**config.mk**
```make
export PLATFORM = sky130hd
export DESIGN_NAME = instr_fetch_unit
export DESIGN_NICKNAME = d
export VERILOG_FILES = /design/src/rtl/fetch_pkg.sv /design/src/rtl/fetch_fifo.sv /design/src/rtl/instr_fetch_unit.sv
export SDC_FILE = /design/constraint.sdc
export NUM_CORES = 1
export LEC_CHECK = 0
export BUFFER_PORTS_ARGS = -buffer_cell sky130_fd_sc_hd__buf_2
export CORE_MARGIN = 1
export CORE_UTILIZATION = 25
export DETAILED_ROUTE_END_ITERATION = 10
export GPL_ROUTABILITY_DRIVEN = 0
export PLACE_DENSITY = 0.48
export REMOVE_ABC_BUFFERS = 1
export SETUP_SLACK_MARGIN = 0.3
export SLEW_MARGIN = 20
export SYNTH_ARGS = -nofsm -noshare
export SYNTH_HDL_FRONTEND = slang
export SYNTH_SLANG_ARGS = --single-unit
```
**constraint.sdc**
```tcl
create_clock -name clk -period 19.5 [get_ports clk]
set_clock_uncertainty 0.15 [all_clocks]
set_input_delay 1.95 -clock clk [delete_from_list [all_inputs] [get_ports clk]]
set_output_delay 1.95 -clock clk [all_outputs]
set_load 0.03 [all_outputs]
```
**src/rtl/fetch_pkg.sv**
```systemverilog
// Shared types and constants for the RV32I instruction fetch stage.
// Holds the FSM encoding, the buffered entry layout and the reset defaults.
package fetch_pkg;

    localparam int          XLEN             = 32;
    localparam logic [31:0] INSTR_NOP        = 32'h0000_0013;
    localparam logic [31:0] RESET_PC_DEFAULT = 32'h0000_0000;

    typedef enum logic [1:0] {
        BOOT  = 2'd0,
        RUN   = 2'd1,
        FLUSH = 2'd2
    } fetch_state_t;

    typedef struct packed {
        logic [XLEN-1:0] pc;
        logic [XLEN-1:0] instr;
    } fetch_entry_t;

    function automatic logic [XLEN-1:0] align_word(input logic [XLEN-1:0] addr);
        return {addr[XLEN-1:2], 2'b00};
    endfunction

endpackage

```
**src/rtl/fetch_fifo.sv**
```systemverilog
// Instruction buffer: power-of-two circular FIFO with zero-latency head read.
// Flush empties it in one cycle and wins over push/pop in the same cycle.
module fetch_fifo
    import fetch_pkg::*;
#(
    parameter int DEPTH = 2,
    parameter int WIDTH = $bits(fetch_entry_t),
    localparam int AW   = $clog2(DEPTH),
    localparam int CW   = $clog2(DEPTH + 1)
) (
    input  logic             clk,
    input  logic             rst,
    input  logic             i_push,
    input  logic [WIDTH-1:0] i_wdata,
    input  logic             i_pop,
    input  logic             i_flush,
    output logic [WIDTH-1:0] o_rdata,
    output logic [CW-1:0]    o_count,
    output logic             o_empty,
    output logic             o_full
);

    logic [WIDTH-1:0] r_mem [DEPTH];
    logic [AW-1:0]    r_wr_ptr;
    logic [AW-1:0]    r_rd_ptr;
    logic [CW-1:0]    r_count;
    logic             w_push;
    logic             w_pop;

    assign o_empty = (r_count == '0);
    assign o_full  = (r_count == CW'(DEPTH));
    assign o_count = r_count;
    assign o_rdata = r_mem[r_rd_ptr];

    assign w_pop  = i_pop  & ~o_empty & ~i_flush;
    assign w_push = i_push & ~i_flush & (~o_full | w_pop);

    always_ff @(posedge clk or posedge rst) begin
        if (rst) begin
            r_wr_ptr <= '0;
            r_rd_ptr <= '0;
            r_count  <= '0;
        end else if (i_flush) begin
            r_wr_ptr <= '0;
            r_rd_ptr <= '0;
            r_count  <= '0;
        end else begin
            if (w_push) r_wr_ptr <= r_wr_ptr + AW'(1);
            if (w_pop)  r_rd_ptr <= r_rd_ptr + AW'(1);
            case ({w_push, w_pop})
                2'b10:   r_count <= r_count + CW'(1);
                2'b01:   r_count <= r_count - CW'(1);
                default: r_count <= r_count;
            endcase
        end
    end

    // Storage needs no reset: a slot is only read after it has been written.
    always_ff @(posedge clk) begin
        if (w_push) r_mem[r_wr_ptr] <= i_wdata;
    end

    // The upstream credit scheme must never push into a full buffer.
    a_no_overflow: assert property (@(posedge clk) disable iff (rst)
        !(i_push && !i_flush && o_full));

endmodule

```
**src/rtl/instr_fetch_unit.sv**
```systemverilog
// RV32I fetch stage: issues word fetches under a credit limit, buffers the
// in-order responses and hands (pc, instr) pairs to the decoder.
//
//   state | meaning
//   ------+-------------------------------------------------------------
//   BOOT  | single idle cycle after reset release, no requests issued
//   RUN   | normal fetch, every response is live
//   FLUSH | stale responses from before a redirect are still being dropped
module instr_fetch_unit
    import fetch_pkg::*;
#(
    parameter logic [31:0] RESET_PC        = RESET_PC_DEFAULT,
    parameter int          FIFO_DEPTH      = 2,
    parameter int          MAX_OUTSTANDING = 4
) (
    input  logic            clk,
    input  logic            rst,
    output logic            imem_req_valid,
    input  logic            imem_req_ready,
    output logic [XLEN-1:0] imem_req_addr,
    input  logic            imem_resp_valid,
    input  logic [XLEN-1:0] imem_resp_data,
    input  logic            redirect_valid,
    input  logic [XLEN-1:0] redirect_pc,
    output logic            instr_valid,
    input  logic            instr_ready,
    output logic [XLEN-1:0] instr,
    output logic [XLEN-1:0] instr_pc
);

    localparam int CNT_W  = $clog2(MAX_OUTSTANDING + 1);
    localparam int FCNT_W = $clog2(FIFO_DEPTH + 1);

    if (FIFO_DEPTH < 2 || (FIFO_DEPTH & (FIFO_DEPTH - 1)) != 0 ||
        MAX_OUTSTANDING < FIFO_DEPTH || RESET_PC[1:0] != 2'b00) begin : g_bad_params
        $error("instr_fetch_unit: illegal parameter combination");
    end

    fetch_state_t     r_state;
    fetch_state_t     w_state_nxt;
    logic [XLEN-1:0]  r_pc;
    logic [XLEN-1:0]  r_resp_pc;
    logic [CNT_W-1:0] r_live_cnt;
    logic [CNT_W-1:0] r_drop_cnt;
    logic [CNT_W-1:0] w_live_nxt;
    logic [CNT_W-1:0] w_drop_nxt;
    logic [CNT_W-1:0] w_inflight;

    logic             w_credit_ok;
    logic             w_accept;
    logic             w_resp_live;
    logic             w_resp_drop;
    logic             w_push;
    logic             w_pop;

    fetch_entry_t     w_fifo_wdata;
    fetch_entry_t     w_fifo_head;
    logic [FCNT_W-1:0] w_fifo_count;
    logic             w_fifo_empty;
    logic             w_fifo_full;

    // Buffer slots are reserved at issue time so a live response always fits.
    assign w_credit_ok =
        (int'(r_live_cnt) + int'(w_fifo_count) < FIFO_DEPTH) &&
        (int'(r_live_cnt) + int'(r_drop_cnt)  < MAX_OUTSTANDING);

    assign w_accept    = imem_req_valid & imem_req_ready;
    assign w_resp_drop = imem_resp_valid & (r_drop_cnt != '0);
    assign w_resp_live = imem_resp_valid & (r_drop_cnt == '0);
    assign w_push      = w_resp_live & ~redirect_valid;
    assign w_pop       = instr_valid & instr_ready;
    assign w_inflight  = r_drop_cnt + r_live_cnt;

    always_comb begin
        w_state_nxt    = r_state;
        imem_req_valid = 1'b0;
        imem_req_addr  = r_pc;

        if (r_state != BOOT && !redirect_valid && w_credit_ok) begin
            imem_req_valid = 1'b1;
        end

        unique case (r_state)
            BOOT: begin
                w_state_nxt = RUN;
            end
            RUN: begin
                if (redirect_valid && w_drop_nxt != '0) w_state_nxt = FLUSH;
            end
            FLUSH: begin
                if (!redirect_valid && w_drop_nxt == '0) w_state_nxt = RUN;
            end
            default: begin
                w_state_nxt = BOOT;
            end
        endcase
    end

    always_comb begin
        w_live_nxt = r_live_cnt;
        w_drop_nxt = r_drop_cnt;

        if (redirect_valid) begin
            // Everything in flight becomes stale; a response landing now is one of them.
            w_live_nxt = '0;
            if (imem_resp_valid && w_inflight != '0) begin
                w_drop_nxt = w_inflight - CNT_W'(1);
            end else begin
                w_drop_nxt = w_inflight;
            end
        end else begin
            if (w_accept && !w_resp_live) begin
                w_live_nxt = r_live_cnt + CNT_W'(1);
            end else if (!w_accept && w_resp_live) begin
                w_live_nxt = r_live_cnt - CNT_W'(1);
            end
            if (w_resp_drop) begin
                w_drop_nxt = r_drop_cnt - CNT_W'(1);
            end
        end
    end

    always_ff @(posedge clk or posedge rst) begin
        if (rst) begin
            r_state    <= BOOT;
            r_pc       <= RESET_PC;
            r_resp_pc  <= RESET_PC;
            r_live_cnt <= '0;
            r_drop_cnt <= '0;
        end else begin
            r_state    <= w_state_nxt;
            r_live_cnt <= w_live_nxt;
            r_drop_cnt <= w_drop_nxt;
            if (redirect_valid) begin
                r_pc      <= align_word(redirect_pc);
                r_resp_pc <= align_word(redirect_pc);
            end else begin
                if (w_accept)    r_pc      <= r_pc + 32'd4;
                if (w_resp_live) r_resp_pc <= r_resp_pc + 32'd4;
            end
        end
    end

    assign w_fifo_wdata.pc    = r_resp_pc;
    assign w_fifo_wdata.instr = imem_resp_data;

    fetch_fifo #(
        .DEPTH (FIFO_DEPTH),
        .WIDTH ($bits(fetch_entry_t))
    ) u_fifo (
        .clk     (clk),
        .rst     (rst),
        .i_push  (w_push),
        .i_wdata (w_fifo_wdata),
        .i_pop   (w_pop),
        .i_flush (redirect_valid),
        .o_rdata (w_fifo_head),
        .o_count (w_fifo_count),
        .o_empty (w_fifo_empty),
        .o_full  (w_fifo_full)
    );

    // An empty buffer presents a NOP at the next PC expected from memory.
    assign instr_valid = ~w_fifo_empty & ~redirect_valid;
    assign instr       = w_fifo_empty ? INSTR_NOP : w_fifo_head.instr;
    assign instr_pc    = w_fifo_empty ? r_resp_pc : w_fifo_head.pc;

    logic w_unused;
    assign w_unused = w_fifo_full;

endmodule

```
==> results.ini <==
[status]
status=completed

[grt]
grt_pass1_vias=6466
grt_use_total_pct=13.8
gr-total-overflow=0
grt_max_degree=63
grt_pass1_wl_mm=39.4
antenna_found_initial=1

[clock_tree]
cts_hold_buf=0
h-tree-depth=4
cts_max_path_buffers=2
cts_resized=0
cts_sinks=196
cts_tree=built
cts_setup_buffers=0
cts_root_buf=clkbuf_16
insertion_delay_ps=440
cts_buffers=17
cts.reportedPaths.clkPinSlew_ps=80

[synth]
syn_avg_cell_area_um2=11.7
syn_area_um2=9280
yosysTopAreaCellShare_pct=40.1
syn_inst=796
synth_edf_count=124
synth_area_leaders=edfxtp_1 40%, dfrtp_1 19%, mux2i_1 6.8%
ys_warn_count=0
ys_types=61
synth_top_area_cell=edfxtp_1
yosysSeqAreaShare_pct=59.6
synth_ff_type=edfxtp_1
yosysMostFrequentCell=edfxtp_1
ys_seq_elements=196
async_flop_share_pct=36.7
synth_common_cells=124 x edfxtp_1, 83 x nand2_1, 74 x o21ai_0

[floorplanning]
dieWidth_um=195
pin_count=168
dieArea_um2=37900
die_h_um=195
initial_utilization_pct=25.4
core_area_um2=36500
rows=70

[placement]
dp_hpwl_mm=17.1
port_buffers=161
post_dp_cell_area_um2=10600

[finish]
areaGrowthSynthToFinish_pct=20.6
postLayoutCellArea_um2=11200
multi_input_area_um2=3490
drive_gt1_share_pct=24.1
fin_nets=1026
register_area_um2=5530
fillCellCount=3734

[critical_path]
critical_path_class=in2out
reg2reg_depth=11
worstReg2RegStart=r_live_cnt[0]
rr_endpoint=r_live_cnt[2]
startpoint=redirect_valid
cp-end-kind=primary output
r2r_setup_slack_ps=16020
crit_required_ps=17400
worst-path-max-fanout=37
start_kind=primary input
cp.arrival_ps=3330

[power]
power_density_nw_per_um2=110
ir_worst_vdd_uv=46.2
p_leak_nw=4.27

[detailed_routing]
drtIter0Drc=343
drtAntennaViolNets=0
drcViolationCount=0
vias=6582
first_pass_iters=4
wl_per_cell_um=18.1
via_per_inst=4.62
drt_wl_total_mm=25.8

[timing]
hold_viol=0
fin_crit_ps=5430
holdWs_ps=379
max_freq_mhz=184
rsz0062_at_grt=no
post-route-period-util_pct=27.8
maxSlewHeadroom_pct=34.3
final-setup-viol-count=0
slew_viol_final=0
worst_slew_pin_slew_ps=979
timing.setup.tns_ps=0

[hold_path]
hold_depth=1
min_from=imem_req_addr[30]
hold_class=reg2reg
worstHoldEndpoint=imem_req_addr[30]

[run]
drv_cap=0

## per-stage QoR
step	util [%]	total power, mW	cells	setup WS (ps)
global route	30.6	1.30	1424	13950
floorplan	-	0.762	752	11820
finish	30.6	1.23	1425	14080
detailed placement	29.0	0.880	1392	14070
global placement	29.0	0.877	1392	14070
CTS	30.6	1.25	1424	14050
## layout make-up
type | count | share of cell area [%]
flip-flops and latches | 196 | 49.4
clock inverters | 15 | 1.51
multi-input cells | 528 | 31.2
well taps | 468 | 5.23
repair buffers | 172 | 7.94
diodes | 1 | 0.0224
clock buffers | 17 | 3.80
inverters | 28 | 0.939
## logic make-up after synthesis
kind of cell	count (synthesis)	synth area share, %
compound gates	145	9.99
buf+inv	75	3.40
simple gates	259	13.9
other cells	1	0.0404
flops	196	59.6
xor+xnor	37	3.49
fa+ha+maj	13	2.00
mux	70	7.65
## sequential cells by signal (all words and copies together) (netlist names)
| name | cells |
|---|---|
| r_drop_cnt | 3 |
| u_fifo.r_wr_ptr | 1 |
| r_state | 2 |
| u_fifo.o_count | 2 |
| r_live_cnt | 3 |
| u_fifo.r_rd_ptr | 1 |
| imem_req_addr | 30 |
| u_fifo.r_mem | 124 |
| r_resp_pc | 30 |
## layer usage
| layer | vias to the layer above | part of all wire, % | GRT usage (%) |
|---|---|---|---|
| li1 | 3204 | - | - |
| met1 | 3230 | 48 | 18.8 |
| met2 | 139 | 47 | 22.4 |
| met3 | 9 | 3.7 | 3.09 |
| met4 | 0 | 0.75 | 2.79 |
| met5 | - | 0 | 0 |
## worst max path at each step
stage / cells past startpoint / slack, ps / to
final: 6 / 14080 / imem_req_valid
after global routing: 6 / 13950 / imem_req_valid
after CTS: 6 / 14050 / imem_req_valid
after detailed placement: 6 / 14070 / imem_req_valid
after global placement: 6 / 14070 / imem_req_valid
after floorplan: 3 / 11820 / u_fifo.r_mem[1][0]
## critical path, stage by stage
cell     delay [ps]
buf_2            90
buf_4           250
nor3_1          270
and4b_1         370
and2_1          170
buf_2           200
## placed cells by master, fill, tap and decap left out, drive strengths merged, types with 3 or more instances in the layout
cell and n:
a211oi 3, a21o 6, a21oi 18, a31oi 7, and2 4, and3 11, and4 5, buf 172
clkbuf 17, clkinv 5, conb 4, dfrtp 72, edfxtp 124, fa 3, ha 10, inv 34
mux2 7, mux2i 63, nand2 83, nand2b 4, nand3 27, nand4 26, nor2 54, nor3 13
nor4 10, nor4b 3, o211ai 11, o21ai 74, o21bai 4, o311ai 3, o31a 5, or3 7
xnor2 12, xor2 25
## where the power goes
group	internal, mW	switching (mW)
Clock	0.193	0.168
Sequential	0.480	0.0440
Combinational	0.114	0.230
Total	0.787	0.441
Power figures use the tool's default switching activity.
